==> src/rtl/sat_pkg.sv <==
// Shared types and constants for the clause scan datapath.
package sat_pkg;

   localparam int VAR_PER_CLAUSE = 5;
   localparam int NUM_CLAUSE     = 1023;
   localparam int CLAUSE_INDEX   = 9;
   localparam int NUM_VARIABLE   = 128;
   localparam int VARIABLE_INDEX = 6;
   localparam int SLOT_INDEX     = 2;

   typedef logic [CLAUSE_INDEX:0]   clause_idx_t;
   typedef logic [VARIABLE_INDEX:0] var_id_t;
   typedef logic [SLOT_INDEX:0]     slot_idx_t;

   // One clause as it comes out of the clause RAM.
   typedef struct packed {
      var_id_t [VAR_PER_CLAUSE-1:0] variable;
      logic    [VAR_PER_CLAUSE-1:0] mask;
      logic    [VAR_PER_CLAUSE-1:0] pole;
   } clause_t;

   typedef enum logic [2:0] {
      IDLE,
      FETCH,
      EVAL,
      PUSH,
      DONE
   } scan_state_e;

   // Clamp a requested clause count to the memory depth.
   function automatic clause_idx_t saturate_count(input clause_idx_t n);
      if (32'(n) > NUM_CLAUSE) begin
         return clause_idx_t'(NUM_CLAUSE);
      end
      return n;
   endfunction

endpackage

==> src/rtl/clause_status_eval.sv <==
// Combinational classifier: decides whether one clause is satisfied,
// unit, conflicting or unresolved under the current assignment.
module clause_status_eval
   import sat_pkg::*;
(
   input  logic [VAR_PER_CLAUSE-1:0] mask,
   input  logic [VAR_PER_CLAUSE-1:0] pole,
   input  logic [VAR_PER_CLAUSE-1:0] var_unassign,
   input  logic [VAR_PER_CLAUSE-1:0] var_val,
   output logic                      sat,
   output logic                      unit,
   output logic                      conflict,
   output slot_idx_t                 unit_slot
);

   logic [VAR_PER_CLAUSE-1:0] lit_true;
   logic [VAR_PER_CLAUSE-1:0] open;
   logic [2:0]                open_count;

   // Per-slot literal status, open-slot count and the position of the open slot;
   // an all-zero mask is padding and counts as satisfied.
   always_comb begin
      lit_true   = mask & ~var_unassign & (var_val ^ pole);
      open       = mask & var_unassign;
      open_count = '0;
      unit_slot  = '0;
      for (int i = 0; i < VAR_PER_CLAUSE; i++) begin
         if (open[i]) begin
            open_count = open_count + 3'd1;
            unit_slot  = slot_idx_t'(i);
         end
      end
      sat      = (|lit_true) || (mask == '0);
      unit     = !sat && (open_count == 3'd1);
      conflict = !sat && (open == '0) && (mask != '0);
   end

endmodule

==> src/rtl/clause_scan_controller.sv <==
// Runs one BCP pass over the clause memory: fetch, classify, and push
// each implied literal to the implication queue.
module clause_scan_controller
   import sat_pkg::*;
(
   input  logic                                       clock,
   input  logic                                       reset,
   input  logic                                       start,
   input  logic [CLAUSE_INDEX:0]                      num_clause,
   output logic                                       clause_rd_en,
   output logic [CLAUSE_INDEX:0]                      clause_addr,
   input  logic [VAR_PER_CLAUSE-1:0][VARIABLE_INDEX:0] clause_variable,
   input  logic [VAR_PER_CLAUSE-1:0]                  clause_mask,
   input  logic [VAR_PER_CLAUSE-1:0]                  clause_pole,
   input  logic [VAR_PER_CLAUSE-1:0]                  var_unassign,
   input  logic [VAR_PER_CLAUSE-1:0]                  var_val,
   output logic                                       imp_valid,
   input  logic                                       imp_ready,
   output logic [VARIABLE_INDEX:0]                    imp_var,
   output logic                                       imp_val,
   output logic [CLAUSE_INDEX:0]                      imp_clause,
   output logic                                       busy,
   output logic                                       done,
   output logic                                       conflict,
   output logic [CLAUSE_INDEX:0]                      conflict_clause,
   output logic [CLAUSE_INDEX:0]                      imp_count
);

   clause_t     clause_in;
   logic        eval_sat;
   logic        eval_unit;
   logic        eval_conflict;
   slot_idx_t   unit_slot;
   clause_idx_t next_idx;

   scan_state_e state_q, state_d;
   clause_idx_t idx_q, idx_d;
   clause_idx_t count_q, count_d;
   logic        busy_q, busy_d;
   logic        done_q, done_d;
   logic        rd_en_q, rd_en_d;
   clause_idx_t addr_q, addr_d;
   logic        imp_valid_q, imp_valid_d;
   var_id_t     imp_var_q, imp_var_d;
   logic        imp_val_q, imp_val_d;
   clause_idx_t imp_clause_q, imp_clause_d;
   logic        conflict_q, conflict_d;
   clause_idx_t conflict_clause_q, conflict_clause_d;
   clause_idx_t imp_count_q, imp_count_d;

   assign clause_in = '{variable: clause_variable, mask: clause_mask, pole: clause_pole};

   clause_status_eval u_eval (
      .mask         (clause_in.mask),
      .pole         (clause_in.pole),
      .var_unassign (var_unassign),
      .var_val      (var_val),
      .sat          (eval_sat),
      .unit         (eval_unit),
      .conflict     (eval_conflict),
      .unit_slot    (unit_slot)
   );

   assign next_idx = idx_q + 10'd1;

   // Next-state and next-output computation; outputs are derived from the
   // next state so every output port comes straight from a flop.
   always_comb begin
      state_d           = state_q;
      idx_d             = idx_q;
      count_d           = count_q;
      addr_d            = addr_q;
      imp_var_d         = imp_var_q;
      imp_val_d         = imp_val_q;
      imp_clause_d      = imp_clause_q;
      conflict_d        = conflict_q;
      conflict_clause_d = conflict_clause_q;
      imp_count_d       = imp_count_q;
      unique case (state_q)
         IDLE: begin
            if (start) begin
               count_d           = saturate_count(num_clause);
               imp_count_d       = '0;
               conflict_d        = 1'b0;
               conflict_clause_d = '0;
               idx_d             = '0;
               state_d           = (num_clause == '0) ? DONE : FETCH;
            end
         end
         FETCH: state_d = EVAL;
         EVAL: begin
            if (eval_conflict) begin
               conflict_d        = 1'b1;
               conflict_clause_d = idx_q;
               state_d           = DONE;
            end else if (eval_unit) begin
               imp_var_d    = clause_in.variable[unit_slot];
               imp_val_d    = ~clause_in.pole[unit_slot];
               imp_clause_d = idx_q;
               state_d      = PUSH;
            end else begin
               idx_d   = next_idx;
               state_d = (next_idx == count_q) ? DONE : FETCH;
            end
         end
         PUSH: begin
            if (imp_ready) begin
               imp_count_d = imp_count_q + 10'd1;
               idx_d       = next_idx;
               state_d     = (next_idx == count_q) ? DONE : FETCH;
            end
         end
         DONE: state_d = IDLE;
         default: state_d = IDLE;
      endcase
      busy_d      = (state_d == FETCH) || (state_d == EVAL) || (state_d == PUSH);
      rd_en_d     = (state_d == FETCH);
      done_d      = (state_d == DONE);
      imp_valid_d = (state_d == PUSH);
      if (state_d == FETCH) begin
         addr_d = idx_d;
      end
   end

   // Scan FSM state and its registered outputs; reset aborts any pass in flight.
   always_ff @(posedge clock or posedge reset) begin
      if (reset) begin
         state_q           <= IDLE;
         idx_q             <= '0;
         count_q           <= '0;
         busy_q            <= 1'b0;
         done_q            <= 1'b0;
         rd_en_q           <= 1'b0;
         addr_q            <= '0;
         imp_valid_q       <= 1'b0;
         imp_var_q         <= '0;
         imp_val_q         <= 1'b0;
         imp_clause_q      <= '0;
         conflict_q        <= 1'b0;
         conflict_clause_q <= '0;
         imp_count_q       <= '0;
      end else begin
         state_q           <= state_d;
         idx_q             <= idx_d;
         count_q           <= count_d;
         busy_q            <= busy_d;
         done_q            <= done_d;
         rd_en_q           <= rd_en_d;
         addr_q            <= addr_d;
         imp_valid_q       <= imp_valid_d;
         imp_var_q         <= imp_var_d;
         imp_val_q         <= imp_val_d;
         imp_clause_q      <= imp_clause_d;
         conflict_q        <= conflict_d;
         conflict_clause_q <= conflict_clause_d;
         imp_count_q       <= imp_count_d;
      end
   end

   assign busy            = busy_q;
   assign done            = done_q;
   assign clause_rd_en    = rd_en_q;
   assign clause_addr     = addr_q;
   assign imp_valid       = imp_valid_q;
   assign imp_var         = imp_var_q;
   assign imp_val         = imp_val_q;
   assign imp_clause      = imp_clause_q;
   assign conflict        = conflict_q;
   assign conflict_clause = conflict_clause_q;
   assign imp_count       = imp_count_q;

endmodule
==> config.mk <==
export PLATFORM = sky130hd
export DESIGN_NAME = clause_scan_controller
export DESIGN_NICKNAME = d
export VERILOG_FILES = /design/src/rtl/sat_pkg.sv /design/src/rtl/clause_status_eval.sv /design/src/rtl/clause_scan_controller.sv
export SDC_FILE = /design/constraint.sdc
export NUM_CORES = 1
export LEC_CHECK = 0
export ABC_AREA = 1
export CAP_MARGIN = 40
export CORE_UTILIZATION = 53
export DETAILED_ROUTE_END_ITERATION = 12
export HOLD_SLACK_MARGIN = 0.15
export PLACE_DENSITY = 0.92
export SETUP_SLACK_MARGIN = 0.3
export SLEW_MARGIN = 0
export SYNTH_ARGS = -nofsm -noshare
export SYNTH_HDL_FRONTEND = slang
export SYNTH_SLANG_ARGS = --single-unit
==> constraint.sdc <==
create_clock -name clock -period 4.9 [get_ports clock]
set_input_delay 0.98 -clock clock [delete_from_list [all_inputs] [get_ports clock]]
set_output_delay 0.98 -clock clock [all_outputs]
set_load 0.02 [all_outputs]
# Yosys cells after proc, flatten, opt, wreduce, memory -nomap -nowiden
# Cells that the tools add are included.
# W data, S select, Z words.
# totals
reg_bits	76
inputBits	69
out_inout_bits	53
elab_cells	92
# classes
add_sub_neg	6
magnitude_cmp	1
n_eq_ne	12
n_mux	33
bitwise_logic	7
n_reduce_logical	19
# op_table
cell	n
$mux W10	7
$pmux W10 S2	2
$mux W3	11
$pmux W10 S3	1
$bmux W7 S3	1
$add A10 B1 Y10 const B	2
$and A5 B5 Y5	3
$eq A3 B2 Y1 const B	4
$pmux W3 S4	1
$eq A10 B10 Y1	1
$logic_not A10 Y1	1
$logic_not A5 Y1	2
$add A3 B1 Y3 const B	3
$eq A3 B1 Y1 const B	3
$reduce_and A3 Y1	3
$mux W7	1
$ne A2 B2 Y1 const B	3
$mux W1	5
$not A5 Y5	1
$reduce_bool A5 Y1	1
$reduce_or A5 Y1	1
$xor A5 B5 Y5	1
$lt A3 B4 Y1 const B	1
$mux W2	2
other kinds (11)	17

# Depth between registers and ports, before layout
# Gate-level depths: netlist of run 1.
# depth
depth_word	18
mapped_depth	25
depth_no_buf	24

# Cells and area by module
# A second synthesis of run 1 with hierarchy kept.
# unflattened
hier_cells	554
area_unflattened_um2	4194.0
# modules_own_cells
mod	n_inst	cells_each	area_each_um2
clause_scan_controller	1	458	3764.9
clause_status_eval	1	96	429.2

# Worst setup path before layout of run 1
# OpenSTA, ideal clock, no wires.
# synth_timing
path_type	input to register
start	in var_unassign[0]
end	reg imp_clause_q[2], in the netlist imp_clause[2]
arrival_ns	3.435
required_ns	4.767
setup_slack_ns	1.332
stages	23
path_cell_list	nand2_1 > ha_1 > inv_1 > nand2_1 > nand2_1 > ha_1 > or2_2 > nand2_1 > inv_1 > ha_1 > inv_1 > nor2_1 > nand2_1 > nand2_1 > nand2_1 > nand2_1 > nor2_1 > nand2_1 > nor2_4 > inv_2 > clkbuf_1 > nand2_1 > o21ai_0
# synth_via
elab_chain_len	13
# synth_rtl
element	line_no	source
start: declaration	clause_scan_controller.sv:15	input logic [VAR_PER_CLAUSE-1:0] var_unassign,
$and A5 B5 Y5	clause_status_eval.sv:24	open = mask & var_unassign;
$mux W1	clause_status_eval.sv:28	if (open[i]) begin
$add A1 B1 Y2	clause_status_eval.sv:29	open_count = open_count + 3'd1;
$mux W3	clause_status_eval.sv:28	
$add A3 B1 Y3	clause_status_eval.sv:29	
$mux W3	clause_status_eval.sv:28	
$add A3 B1 Y3	clause_status_eval.sv:29	
$mux W3	clause_status_eval.sv:28	
$add A3 B1 Y3	clause_status_eval.sv:29	
$mux W3	clause_status_eval.sv:28	
$eq A3 B1 Y1	clause_status_eval.sv:34	unit = !sat && (open_count == 3'd1);
$logic_and A1 B1 Y1	clause_status_eval.sv:34	
$reduce_and A3 Y1 (no source line) *	--	
end signal: assignment	clause_scan_controller.sv:153	imp_clause_q <= imp_clause_d;
end: declaration	clause_scan_controller.sv:46	clause_idx_t imp_clause_q, imp_clause_d;
# Every way passes the cells marked *; elsewhere a longest branch is shown, timed or not.
# A chain may end at the register's enable or synchronous reset.

# Final worst setup path of run 1
# layout_timing
start	in clause_mask[1]
end	reg addr_q[8], in the netlist clause_addr[8]
# layout_via
elab_chain_len	14
# layout_rtl
element	line_no	source
start: declaration	clause_scan_controller.sv:13	input logic [VAR_PER_CLAUSE-1:0] clause_mask,
$and A5 B5 Y5	clause_status_eval.sv:24	
$mux W3	clause_status_eval.sv:28	
$add A3 B1 Y3	clause_status_eval.sv:29	
$mux W3	clause_status_eval.sv:28	
$add A3 B1 Y3	clause_status_eval.sv:29	
$mux W3	clause_status_eval.sv:28	
$add A3 B1 Y3	clause_status_eval.sv:29	
$mux W3	clause_status_eval.sv:28	
$eq A3 B1 Y1	clause_status_eval.sv:34	
$logic_and A1 B1 Y1	clause_status_eval.sv:34	
$mux W3	clause_scan_controller.sv:96	end else if (eval_unit) begin
$mux W3	clause_scan_controller.sv:92	if (eval_conflict) begin
$pmux W3 S4	clause_scan_controller.sv:79	unique case (state_q)
$eq A3 B1 Y1	clause_scan_controller.sv:120	if (state_d == FETCH) begin
end signal: assignment	clause_scan_controller.sv:149	addr_q <= addr_d;
end: declaration	clause_scan_controller.sv:42	clause_idx_t addr_q, addr_d;
# Parallel ways exist; a longest one is shown, timed or not.

==> summary.md, run 1 <==
| Metric | Value |
|---|---|
| Status | `finished, final reports clean` |
| Adder-cell share of the synthesized area | `1.97%` |
| Clock power share | `16.4%` |
| Final min period | `4.31 ns` |
| Clk_skew | `0.0102 ns` |
| Worst hold stages | `2` |
| Starting Density | `54.4%` |
| GRT Overall Usage | `31.3%` |
| Post-Place Cells | `835` |
| Worst Hold Margin | `0.482 ns` |
| ANT nets after route | `0` |
| CP endpoint kind | `register` |
| Max FO, Critical Path | `12` |
| Clk slew on worst S/H paths | `0.08 ns` |
| WP data arrival | `4.55 ns` |
| DR vias/cell | `5.62` |
| Critical path type | `input port to register` |
| Core area | `0.00818 sq mm` |
| Fin worst setup slack | `0.590 ns` |
| Commonest non-fill, non-tap cell in the layout | `nand2_1` |
| Largest net degree at the start of global routing | `39` |
| WHS Endpoint | `clause_addr[6]$_DFFE_PP0P_` |
| Synth Area in XOR/XNOR | `1.10%` |
| Largest family of logic cells by synthesized area | `simple AND/OR/NAND/NOR gates` |
| Synth unique cells | `35` |
| Psw | `1.26 mW` |
| CTS Buf Count | `9` |
| Die height | `93.6 um` |
| Avg Cell Area, Syn | `7.17 sq um` |
| Synth Area in Simple Gates | `35.5%` |
| Detailed placement HPWL | `9810 um` |
| Clock tree buffer depth | `2` |
| # fillers | `625` |
| Ant diodes | `0` |
| Setup TNS | `0 ns` |
| RSZ-0062 raised after global routing | `no` |
| Sequential cell area | `0.00190 sq mm` |
| Worst r2r path cells | `15` |
| Tcrit/Tclk final | `88.0%` |
| First-pass GRT wire length | `21,200 um` |
| Antenna violations before repair | `0` |
| Share of cells above drive strength 1 | `7.34%` |
| Hold WC Path Type | `register to register` |
| Tot Pwr | `2.88 mW` |
| Internal Dissipation | `1.62 mW` |
| Syn_nets | `696` |
| Multi-input logic area | `0.00219 sq mm` |
| Worst hold start | `clause_addr[6]$_DFFE_PP0P_` |
| Post-Syn Area | `0.00445 sq mm` |
| CP most frequent cell | `nand2_1` |
| Register bit total from synthesis | `76` |
| WL final | `12,900 um` |
| Cell breakdown of the critical path | `clkdlybuf4s50_1 -> nand2_1 -> ha_1 -> inv_1 -> nand2_1 -> nand2_1 -> ha_1 -> or2_2 -> nand2_1 -> inv_1 -> ha_1 -> inv_1 -> o21ai_0 -> nand2_1 -> nand2_1 -> nand2_1 -> nor2_1 -> nand2_2 -> nor2_4 -> nor3_4 -> nand2_2 -> nand2_1 -> nand2_1` |
| Drc violations | `0` |
| IO Count | `122` |
| Mux cell area share after synthesis | `0%` |
| Routed len/inst | `15.1 um` |
| Vias | `4,803` |
| Vias in the first global route | `4,601` |
| Post-synthesis compound-gate area fraction | `10.4%` |
| Placer Congestion | `0.932` |
| Number of synthesized flops with an enable pin | `0` |
| Crit-path max cell delay | `0.51 ns` |
| Die area | `0.00876 sq mm` |
| Max-slew violations | `0` |
| Max transition margin | `45.7%` |
| DRT Pass-1 Iters | `5` |
| Cell Count, Final, Fillers Out | `854` |
| Worst-Margin Slew | `0.812 ns` |
| Max Cap Viol | `0` |
| Top FF cell, synth | `dfrtp_1` |
| Sequential cell area fraction in the yosys report | `42.8%` |
| Synth warnings | `0` |
| Final nets | `820` |
| Commonest non-fill, non-tap cells in the layout | `173 x nand2_1, 121 x clkdlybuf4s50_1, 79 x nand3_1` |
| CTS tree | `yes` |
| LEAKAGE | `2.83 nW` |
| Num rows | `33` |
| Die Wd | `93.6 um` |
| Final hold violation count | `0` |
| 1st-iter DRT viols | `279` |
| Clk_lat worst skew | `0.35 ns` |
| Req. time, crit path | `5.14 ns` |
| CTS root buf | `clkbuf_8` |
| Comb pwr share | `48.4%` |
| Worst r2r src | `idx_q[0]$_DFF_PP0_` |
| Clock sink count | `76` |
| Sequential Power Share | `35.1%` |
| R2r endpoint | `clause_addr[8]$_DFFE_PP0P_` |
| Layout area overhead | `34.9%` |
| PwrDens | `480 mW/mm^2` |
| Total grt overflow | `0` |
| Worst IR Drop VDD | `0.000343 V` |
| Crit-path slowest cell | `clkdlybuf4s50_1` |
| Pre-CTS WS | `-0.0480 ns` |
| FF-to-FF setup slack | `2.34 ns` |
| Crit path launch type | `input port` |
| Htree depth | `3` |
| # port buffers | `121` |
| Synthesized instance count | `620` |
| Max Freq | `0.232 GHz` |
| Async set-reset flop share out of synthesis | `100%` |
| Sw Ratio | `43.8%` |
| Finish-stage setup viols | `0` |
repair_timing:
item / 4_1_cts / 5_1_grt
setup endpoints to repair: 0 / 12
endpoints found under the hold margin: 0 / 0
hold buffers: 0 / 0
setup buffers: 0 / 3
gates resized for setup: 0 / 4
metal layers:
layer | vias up | global-route usage [%] | routed length (um)
met1 | 2275 | 37.3 | 5240
met2 | 212 | 53.7 | 6380
li1 | 2274 | - | -
met3 | 42 | 7.15 | 880
met4 | 0 | 14.2 | 411
met5 | - | 0 | 0
through the flow:
stage               utilization, %  cell area (sq um)
global placement              70.3               5750
detailed placement            70.5               5770
global route                  73.4               6000
finish                        73.4               6000
floorplan                        -               4450
CTS                           72.9               5960
power groups by stage:
stage               combinational (mW)  clock (mW)  sequential, mW
floorplan                        0.734           0            1.11
global placement                  1.31           0            1.01
detailed placement                1.36           0            1.01
CTS                               1.37       0.475            1.01
global route                      1.53       0.504            1.03
finish                            1.39       0.473            1.01
registers in the layout, summed over array words and instances, names as in the netlist:
| name | flops |
|---|---|
| imp_var | 7 |
| imp_clause | 10 |
| busy | 1 |
| clause_rd_en | 1 |
| conflict | 1 |
| imp_val | 1 |
| idx_q | 10 |
| done | 1 |
| count_q | 10 |
| state_q | 3 |
| clause_addr | 10 |
| imp_valid | 1 |
| imp_count | 10 |
| conflict_clause | 10 |
final cells by class:
type / instances / share of cell area, %
clock inverter: 6 / 1.06
timing repair buffer: 133 / 21.9
tap: 105 / 2.19
inverter: 71 / 4.44
multi-input combinational: 453 / 36.6
sequential: 76 / 31.7
clock buffer: 10 / 2.13
worst max-delay path by stage:
stage	startpoint	endpoint	slack [ns]
5_1_grt	clause_mask[1]	clause_addr[8]$_DFFE_PP0P_	0.32
6_report	clause_mask[1]	clause_addr[8]$_DFFE_PP0P_	0.59
3_5_place_dp	clause_mask[1]	clause_addr[8]$_DFFE_PP0P_	-0.05
2_1_floorplan	var_unassign[0]	imp_clause[2]$_DFFE_PP0P_	1.33
4_1_cts	clause_mask[1]	clause_addr[8]$_DFFE_PP0P_	0.31
3_3_place_gp	clause_mask[1]	clause_addr[6]$_DFFE_PP0P_	0.26
cells in the mapped netlist, types with 2 or more instances:
library cell / instances / area [sq um]
a21oi_1: 17 / 85.1
a22oi_1: 2 / 15.0
a31oi_1: 8 / 50.1
and3_1: 2 / 12.5
buf_2: 4 / 20.0
buf_4: 4 / 30.0
clkbuf_1: 11 / 41.3
clkinv_1: 2 / 7.51
dfrtp_1: 76 / 1900
ha_1: 7 / 87.6
inv_1: 67 / 251
inv_2: 2 / 7.51
nand2_1: 175 / 657
nand2_2: 8 / 50.1
nand3_1: 79 / 395
nand3b_1: 5 / 37.5
nand4_1: 5 / 31.3
nor2_1: 58 / 218
nor2_2: 8 / 50.1
nor2_4: 3 / 33.8
nor3_1: 11 / 55.1
nor4_1: 2 / 12.5
o21ai_0: 33 / 165
o21ai_1: 8 / 40.0
o221ai_1: 2 / 17.5
o22ai_1: 9 / 56.3
o31ai_1: 3 / 22.5
xor2_1: 2 / 17.5
logic make-up (layout without fill, tap and decap cells):
kind of cell | Yosys count | in the layout
compound gates | 83 | 83
fa+ha+maj | 7 | 7
simple gates | 359 | 359
xor+xnor | 4 | 4
flops | 76 | 76
buf+inv | 91 | 220
worst max-delay path: cells and delay by family:
kind,cells,cell delay [ns]
compound gates,1,0.11
fa+ha+maj,3,0.81
buf+inv,4,0.70
simple gates,15,1.92
(Power assumes the default switching activity.)
==> run 2: changes to the inputs <==
--- a/config.mk
+++ b/config.mk
@@ -7,10 +7,10 @@
 export LEC_CHECK = 0
 export ABC_AREA = 1
 export CAP_MARGIN = 40
-export CORE_UTILIZATION = 53
+export CORE_UTILIZATION = 44
 export DETAILED_ROUTE_END_ITERATION = 12
 export HOLD_SLACK_MARGIN = 0.15
-export PLACE_DENSITY = 0.92
+export PLACE_DENSITY = 0.82
 export SETUP_SLACK_MARGIN = 0.3
 export SLEW_MARGIN = 0
 export SYNTH_ARGS = -nofsm -noshare
==> constraint.sdc (replaced) <==
create_clock -name clock -period 3.7 [get_ports clock]
set_input_delay 0.74 -clock clock [delete_from_list [all_inputs] [get_ports clock]]
set_output_delay 0.74 -clock clock [all_outputs]
set_load 0.02 [all_outputs]
==> run 2 against run 1 <==
  * Non-clock buffer count grew 12
  * First-iteration DRC count is 2.5% higher
  * Sequential share of layout area is 1.1 points lower
  * Utilization decreased by 9.8 points
  * Routed wire length decreased by 1.6%
  * Largest power group unchanged
  * Worst setup slack worse by 0.056 ns
  * Critical path type unchanged
  * Critical endpoint is now clause_addr[9]$_DFFE_PP0P_
==> summary.md, run 2 (synthesis results as in run 1) <==
| Metric | Value |
|---|---|
| Vias in the first global route | `4,345` |
| Vias | `4,680` |
| Crit-path slowest cell | `ha_4` |
| Core area | `0.00977 sq mm` |
| Clock sink count | `76` |
| CTS Buf Count | `9` |
| # port buffers | `121` |
| Clk_lat worst skew | `0.36 ns` |
| Hold WC Path Type | `register to register` |
| Worst hold stages | `2` |
| FF-to-FF setup slack | `1.31 ns` |
| Worst hold start | `clause_addr[9]$_DFFE_PP0P_` |
| Crit path launch type | `input port` |
| Util after Layout | `63.6%` |
| Max transition margin | `48.5%` |
| Final hold violation count | `0` |
| DR vias/cell | `5.23` |
| ANT nets after route | `0` |
| Die height | `103 um` |
| Die area | `0.0105 sq mm` |
| Clock tree buffer depth | `2` |
| Clk_skew | `0.0162 ns` |
| Tot Pwr | `3.81 mW` |
| PwrDens | `613 mW/mm^2` |
| CTS root buf | `clkbuf_8` |
| LEAKAGE | `2.94 nW` |
| Antenna violations before repair | `0` |
| Largest net degree at the start of global routing | `42` |
| CTS tree | `yes` |
| Max FO, Critical Path | `5` |
| WP data arrival | `3.41 ns` |
| Max Freq | `0.316 GHz` |
| Cell breakdown of the critical path | `clkbuf_2 -> nand2_2 -> ha_4 -> inv_1 -> nand2_1 -> nand2_2 -> ha_4 -> or2_4 -> nand2_2 -> inv_1 -> ha_2 -> inv_2 -> nor2_1 -> nand2_1 -> nand2_1 -> nand2_1 -> nand2_2 -> nor2_2 -> nand2_2 -> nor2_4 -> nor3_4 -> buf_6 -> nand3_1 -> nand2_1` |
| Worst IR Drop VDD | `0.000350 V` |
| Share of cells above drive strength 1 | `12.2%` |
| Setup TNS | `0 ns` |
| Die Wd | `103 um` |
| Routed len/inst | `14.2 um` |
| Worst r2r src | `idx_q[0]$_DFF_PP0_` |
| R2r endpoint | `clause_addr[9]$_DFFE_PP0P_` |
| WHS Endpoint | `clause_addr[9]$_DFFE_PP0P_` |
| Drc violations | `0` |
| Worst Hold Margin | `0.468 ns` |
| CTS Hold Bufs | `0` |
| Detailed placement HPWL | `9660 um` |
| Worst-Margin Slew | `0.772 ns` |
| Status | `finished, final reports clean` |
| DRT Pass-1 Iters | `4` |
| Req. time, crit path | `3.94 ns` |
| Tcrit/Tclk final | `85.6%` |
| Placer Congestion | `0.888` |
| Crit-path max cell delay | `0.29 ns` |
| Final min period | `3.17 ns` |
| Starting Density | `45.5%` |
| Htree depth | `3` |
| Critical path type | `input port to register` |
| GRT Overall Usage | `25.0%` |
| Commonest non-fill, non-tap cells in the layout | `164 x nand2_1, 115 x clkdlybuf4s50_1, 76 x dfrtp_1` |
| Commonest non-fill, non-tap cell in the layout | `nand2_1` |
| Layout area overhead | `39.7%` |
| Total grt overflow | `0` |
| Max Cap Viol | `0` |
| Clk slew on worst S/H paths | `0.07 ns` |
| RSZ-0062 raised after global routing | `no` |
| Ant diodes | `0` |
| Final nets | `832` |
| CP endpoint kind | `register` |
| Worst r2r path cells | `15` |
| Critical Path Start | `clause_mask[0]` |
| First-pass GRT wire length | `20,200 um` |
| IO Count | `122` |
| 1st-iter DRT viols | `286` |
| # fillers | `836` |
| Max-slew violations | `0` |
| Num rows | `36` |
| Finish-stage setup viols | `0` |
| WL final | `12,700 um` |
## run 2: report_power, final
| part | total (mW) | leakage (nW) | switching (mW) | internal, mW |
|---|---|---|---|---|
| sequential | 1.35 | 1.01 | 0.246 | 1.10 |
| combinational | 1.91 | 1.85 | 1.12 | 0.791 |
| clock | 0.558 | 0.0848 | 0.319 | 0.239 |
| total | 3.81 | 2.94 | 1.68 | 2.13 |
## run 2: metrics by stage
stage	area (sq um)	instances	worst slack, ns
global placement	5910	876	-0.300
floorplan	4450	620	0.372
finish	6210	894	0.533
detailed placement	5910	876	-0.431
CTS	6110	892	0.307
global route	6210	894	0.327
## run 2: layout make-up
type	instances	area (sq um)	share of cell area (%)
sequential	76	1900	30.6
multi-input combinational	453	2280	36.7
clock inverter	7	43.8	0.705
tap	133	166	2.68
clock buffer	9	124	1.99
timing repair buffer	145	1430	23.0
inverter	71	269	4.33
## run 2: repair_timing
item	in CTS	in global routing
pin swaps	5	16
resized for setup	12	39
gates cloned	0	1
setup endpoints to repair	45	45
buffers inserted	0	1
## run 2: layer usage
metal	track usage (%)	wire length [um]	vias to the layer above
met5	0	0	-
met4	9.89	268	0
met3	3.46	464	23
met2	42.6	6400	137
met1	32.1	5570	2222
li1	-	-	2298
## run 2: worst max path at each step
stage	endpoint	slack, ns
2_1_floorplan	imp_clause[2]$_DFFE_PP0P_	0.37
3_3_place_gp	clause_addr[1]$_DFFE_PP0P_	-0.30
3_5_place_dp	clause_addr[4]$_DFFE_PP0P_	-0.43
4_1_cts	clause_addr[4]$_DFFE_PP0P_	0.31
5_1_grt	clause_addr[5]$_DFFE_PP0P_	0.33
6_report	clause_addr[9]$_DFFE_PP0P_	0.53
## run 2: worst max-delay path, delay by kind of cell
kind | cells | cell delay (ns)
simple gates | 16 | 1.58
fa+ha+maj | 3 | 0.66
buf+inv | 5 | 0.41
==> run 3: changes to the inputs <==
--- a/config.mk
+++ b/config.mk
@@ -7,6 +7,7 @@
 export LEC_CHECK = 0
 export ABC_AREA = 1
 export CAP_MARGIN = 40
+export CORE_ASPECT_RATIO = 0.7
 export CORE_UTILIZATION = 44
 export DETAILED_ROUTE_END_ITERATION = 12
 export HOLD_SLACK_MARGIN = 0.15
==> run 3 against run 2 <==
  * Critical path depth grew 1
  * Worst setup slack got worse by 0.098 ns
  * Sequential power is essentially flat
  * Worst hold slack about the same
  * Power increased by 9.0%
  * Final cell count is 0.11% lower
  * Utilization grew 1.4 points
  * Maximum frequency decreased by 3.0%
  * Combinational power about the same
  * First-iteration DRC count rose by 38%
  * Clock skew shrank 0.0082 ns
  * Critical path type unchanged
  * Critical endpoint is now imp_var[0]$_DFFE_PP0P_
  * Largest cell class unchanged
==> summary.md, run 3 (synthesis results as in run 1) <==
| Metric | Value |
|---|---|
| Psw | `1.75 mW` |
| Worst-Margin Slew | `0.744 ns` |
| R2r endpoint | `imp_count[8]$_DFFE_PP0P_` |
| Post-Place Cells | `870` |
| Family with the most delay on the worst path | `simple AND/OR/NAND/NOR gates` |
| Core area | `0.00976 sq mm` |
| Worst Hold Margin | `0.469 ns` |
| DRT Pass-1 Iters | `5` |
| Routed len/inst | `15.4 um` |
| IO Count | `122` |
| Crit path launch type | `input port` |
| Crit-path slowest cell | `ha_1` |
| Clk_lat worst skew | `0.34 ns` |
| Fin worst setup slack | `0.435 ns` |
| Max-slew violations | `0` |
| WP buf/inv | `7` |
| Placer Congestion | `0.958` |
| Max FO, Critical Path | `8` |
| 1st-iter DRT viols | `394` |
| Commonest non-fill, non-tap cells in the layout | `167 x nand2_1, 115 x clkdlybuf4s50_1, 79 x nand3_1` |
| Max Cap Viol | `0` |
| LEAKAGE | `2.97 nW` |
| Die Wd | `122 um` |
| DR vias/cell | `5.36` |
| Num rows | `30` |
| Clock tree buffer depth | `2` |
| CTS Buf Count | `9` |
| Final hold violation count | `0` |
| # port buffers | `121` |
| Htree depth | `3` |
| Critical path type | `input port to register` |
| Req. time, crit path | `3.96 ns` |
| CP endpoint kind | `register` |
| Drc violations | `0` |
| Internal Dissipation | `2.41 mW` |
| Antenna violations before repair | `0` |
| Sequential Power Share | `32.6%` |
| Vias | `4,788` |
| Vias in the first global route | `4,549` |
| CTS tree | `yes` |
| WL final | `13,800 um` |
| First-pass GRT wire length | `22,700 um` |
| Clk_skew | `0.00796 ns` |
| Worst r2r path cells | `11` |
| Starting Density | `45.6%` |
| ANT nets after route | `0` |
| PwrDens | `656 mW/mm^2` |
| Die area | `0.0105 sq mm` |
| Worst path depth | `25` |
| RSZ-0062 raised after global routing | `no` |
| Layout area overhead | `42.5%` |
| Worst r2r src | `state_q[2]$_DFF_PP0_` |
| Detailed placement HPWL | `10,200 um` |
| CTS Hold Bufs | `0` |
| Die height | `86.1 um` |
| Critical Path Sink | `imp_var[0]$_DFFE_PP0P_` |
| Max Freq | `0.306 GHz` |
| # fillers | `824` |
| Status | `finished, final reports clean` |
| Clock sink count | `76` |
| Commonest non-fill, non-tap cell in the layout | `nand2_1` |
| Worst IR Drop VDD | `0.000365 V` |
| Ant diodes | `0` |
| Setup TNS | `0 ns` |
| Cell Count, Final, Fillers Out | `893` |
| GRT Overall Usage | `27.8%` |
| Tcrit/Tclk final | `88.2%` |
| Final nets | `836` |
| Sw Ratio | `42.1%` |
| Final min period | `3.26 ns` |
| Largest net degree at the start of global routing | `41` |
| Critical Path Start | `var_unassign[1]` |
| Hold WC Path Type | `register to register` |
| CTS root buf | `clkbuf_16` |
| Crit-path max cell delay | `0.26 ns` |
| Clock power share | `21.1%` |
| Max transition margin | `50.3%` |
| Share of cells above drive strength 1 | `11.5%` |
| FF-to-FF setup slack | `1.30 ns` |
| Finish-stage setup viols | `0` |
| Total grt overflow | `0` |
| Clk slew on worst S/H paths | `0.06 ns` |
| Pre-CTS WS | `-0.464 ns` |
| WP data arrival | `3.52 ns` |
| Comb pwr share | `46.3%` |
-- run 3: how the worst min path moves through the flow --
| stage | startpoint | end | slack [ns] | cells past startpoint |
|---|---|---|---|---|
| after floorplan | count_q[8]$_DFFE_PP0P_ | count_q[8]$_DFFE_PP0P_ | 0.45 | 2 |
| final | clause_addr[1]$_DFFE_PP0P_ | clause_addr[1]$_DFFE_PP0P_ | 0.47 | 2 |
| after global routing | clause_addr[0]$_DFFE_PP0P_ | clause_addr[0]$_DFFE_PP0P_ | 0.50 | 2 |
| after detailed placement | clause_addr[1]$_DFFE_PP0P_ | clause_addr[1]$_DFFE_PP0P_ | 0.46 | 2 |
| after global placement | clause_addr[7]$_DFFE_PP0P_ | clause_addr[7]$_DFFE_PP0P_ | 0.46 | 2 |
| after CTS | clause_addr[1]$_DFFE_PP0P_ | clause_addr[1]$_DFFE_PP0P_ | 0.48 | 2 |
-- run 3: timing repair --
| item | in CTS | in global routing |
|---|---|---|
| gates cloned | 2 | 0 |
| hold endpoints to repair | 0 | 0 |
| setup buffers | 4 | 1 |
| gates resized for setup | 32 | 19 |
| endpoints found under the setup margin | 45 | 44 |
| pin swaps | 10 | 12 |
-- run 3: final cells by class --
type,instances,area [sq um],area share [%]
clock buffers,11,233,3.67
well taps,128,160,2.53
inverters,71,269,4.24
flip-flops and latches,76,1900,30.0
multi-input cells,453,2270,35.8
repair buffers,149,1440,22.7
clock inverters,5,62.6,0.987
-- run 3: power by group through the flow --
stage	combinational, mW	clock, mW	sequential [mW]
floorplan	0.972	0	1.47
global placement	1.80	0	1.35
detailed placement	1.84	0	1.35
CTS	1.90	0.882	1.35
global route	2.12	0.919	1.39
finish	1.92	0.877	1.35
-- run 3: through the flow --
stage               cell area [sq um]  total power [mW]  utilization (%)
floorplan                        4450              2.44                -
global placement                 5870              3.16             60.2
detailed placement               5870              3.19             60.2
CTS                              6300              4.12             64.6
global route                     6340              4.42             64.9
finish                           6340              4.15             64.9
-- run 3: per-layer routing --
layer / track usage [%] / routed length [um] / vias to the layer above
met5: 0 / 0 / -
li1: - / - / 2304
met2: 42.3 / 6060 / 209
met3: 6.38 / 1110 / 22
met4: 6.10 / 194 / 0
met1: 40.3 / 6390 / 2253
-- run 3: worst min-delay path, delay by kind of cell, from the launching register on --
kind	cells	cell delay (ns)
flip-flops	1	0.34
AND/OR/NAND/NOR	2	0.10
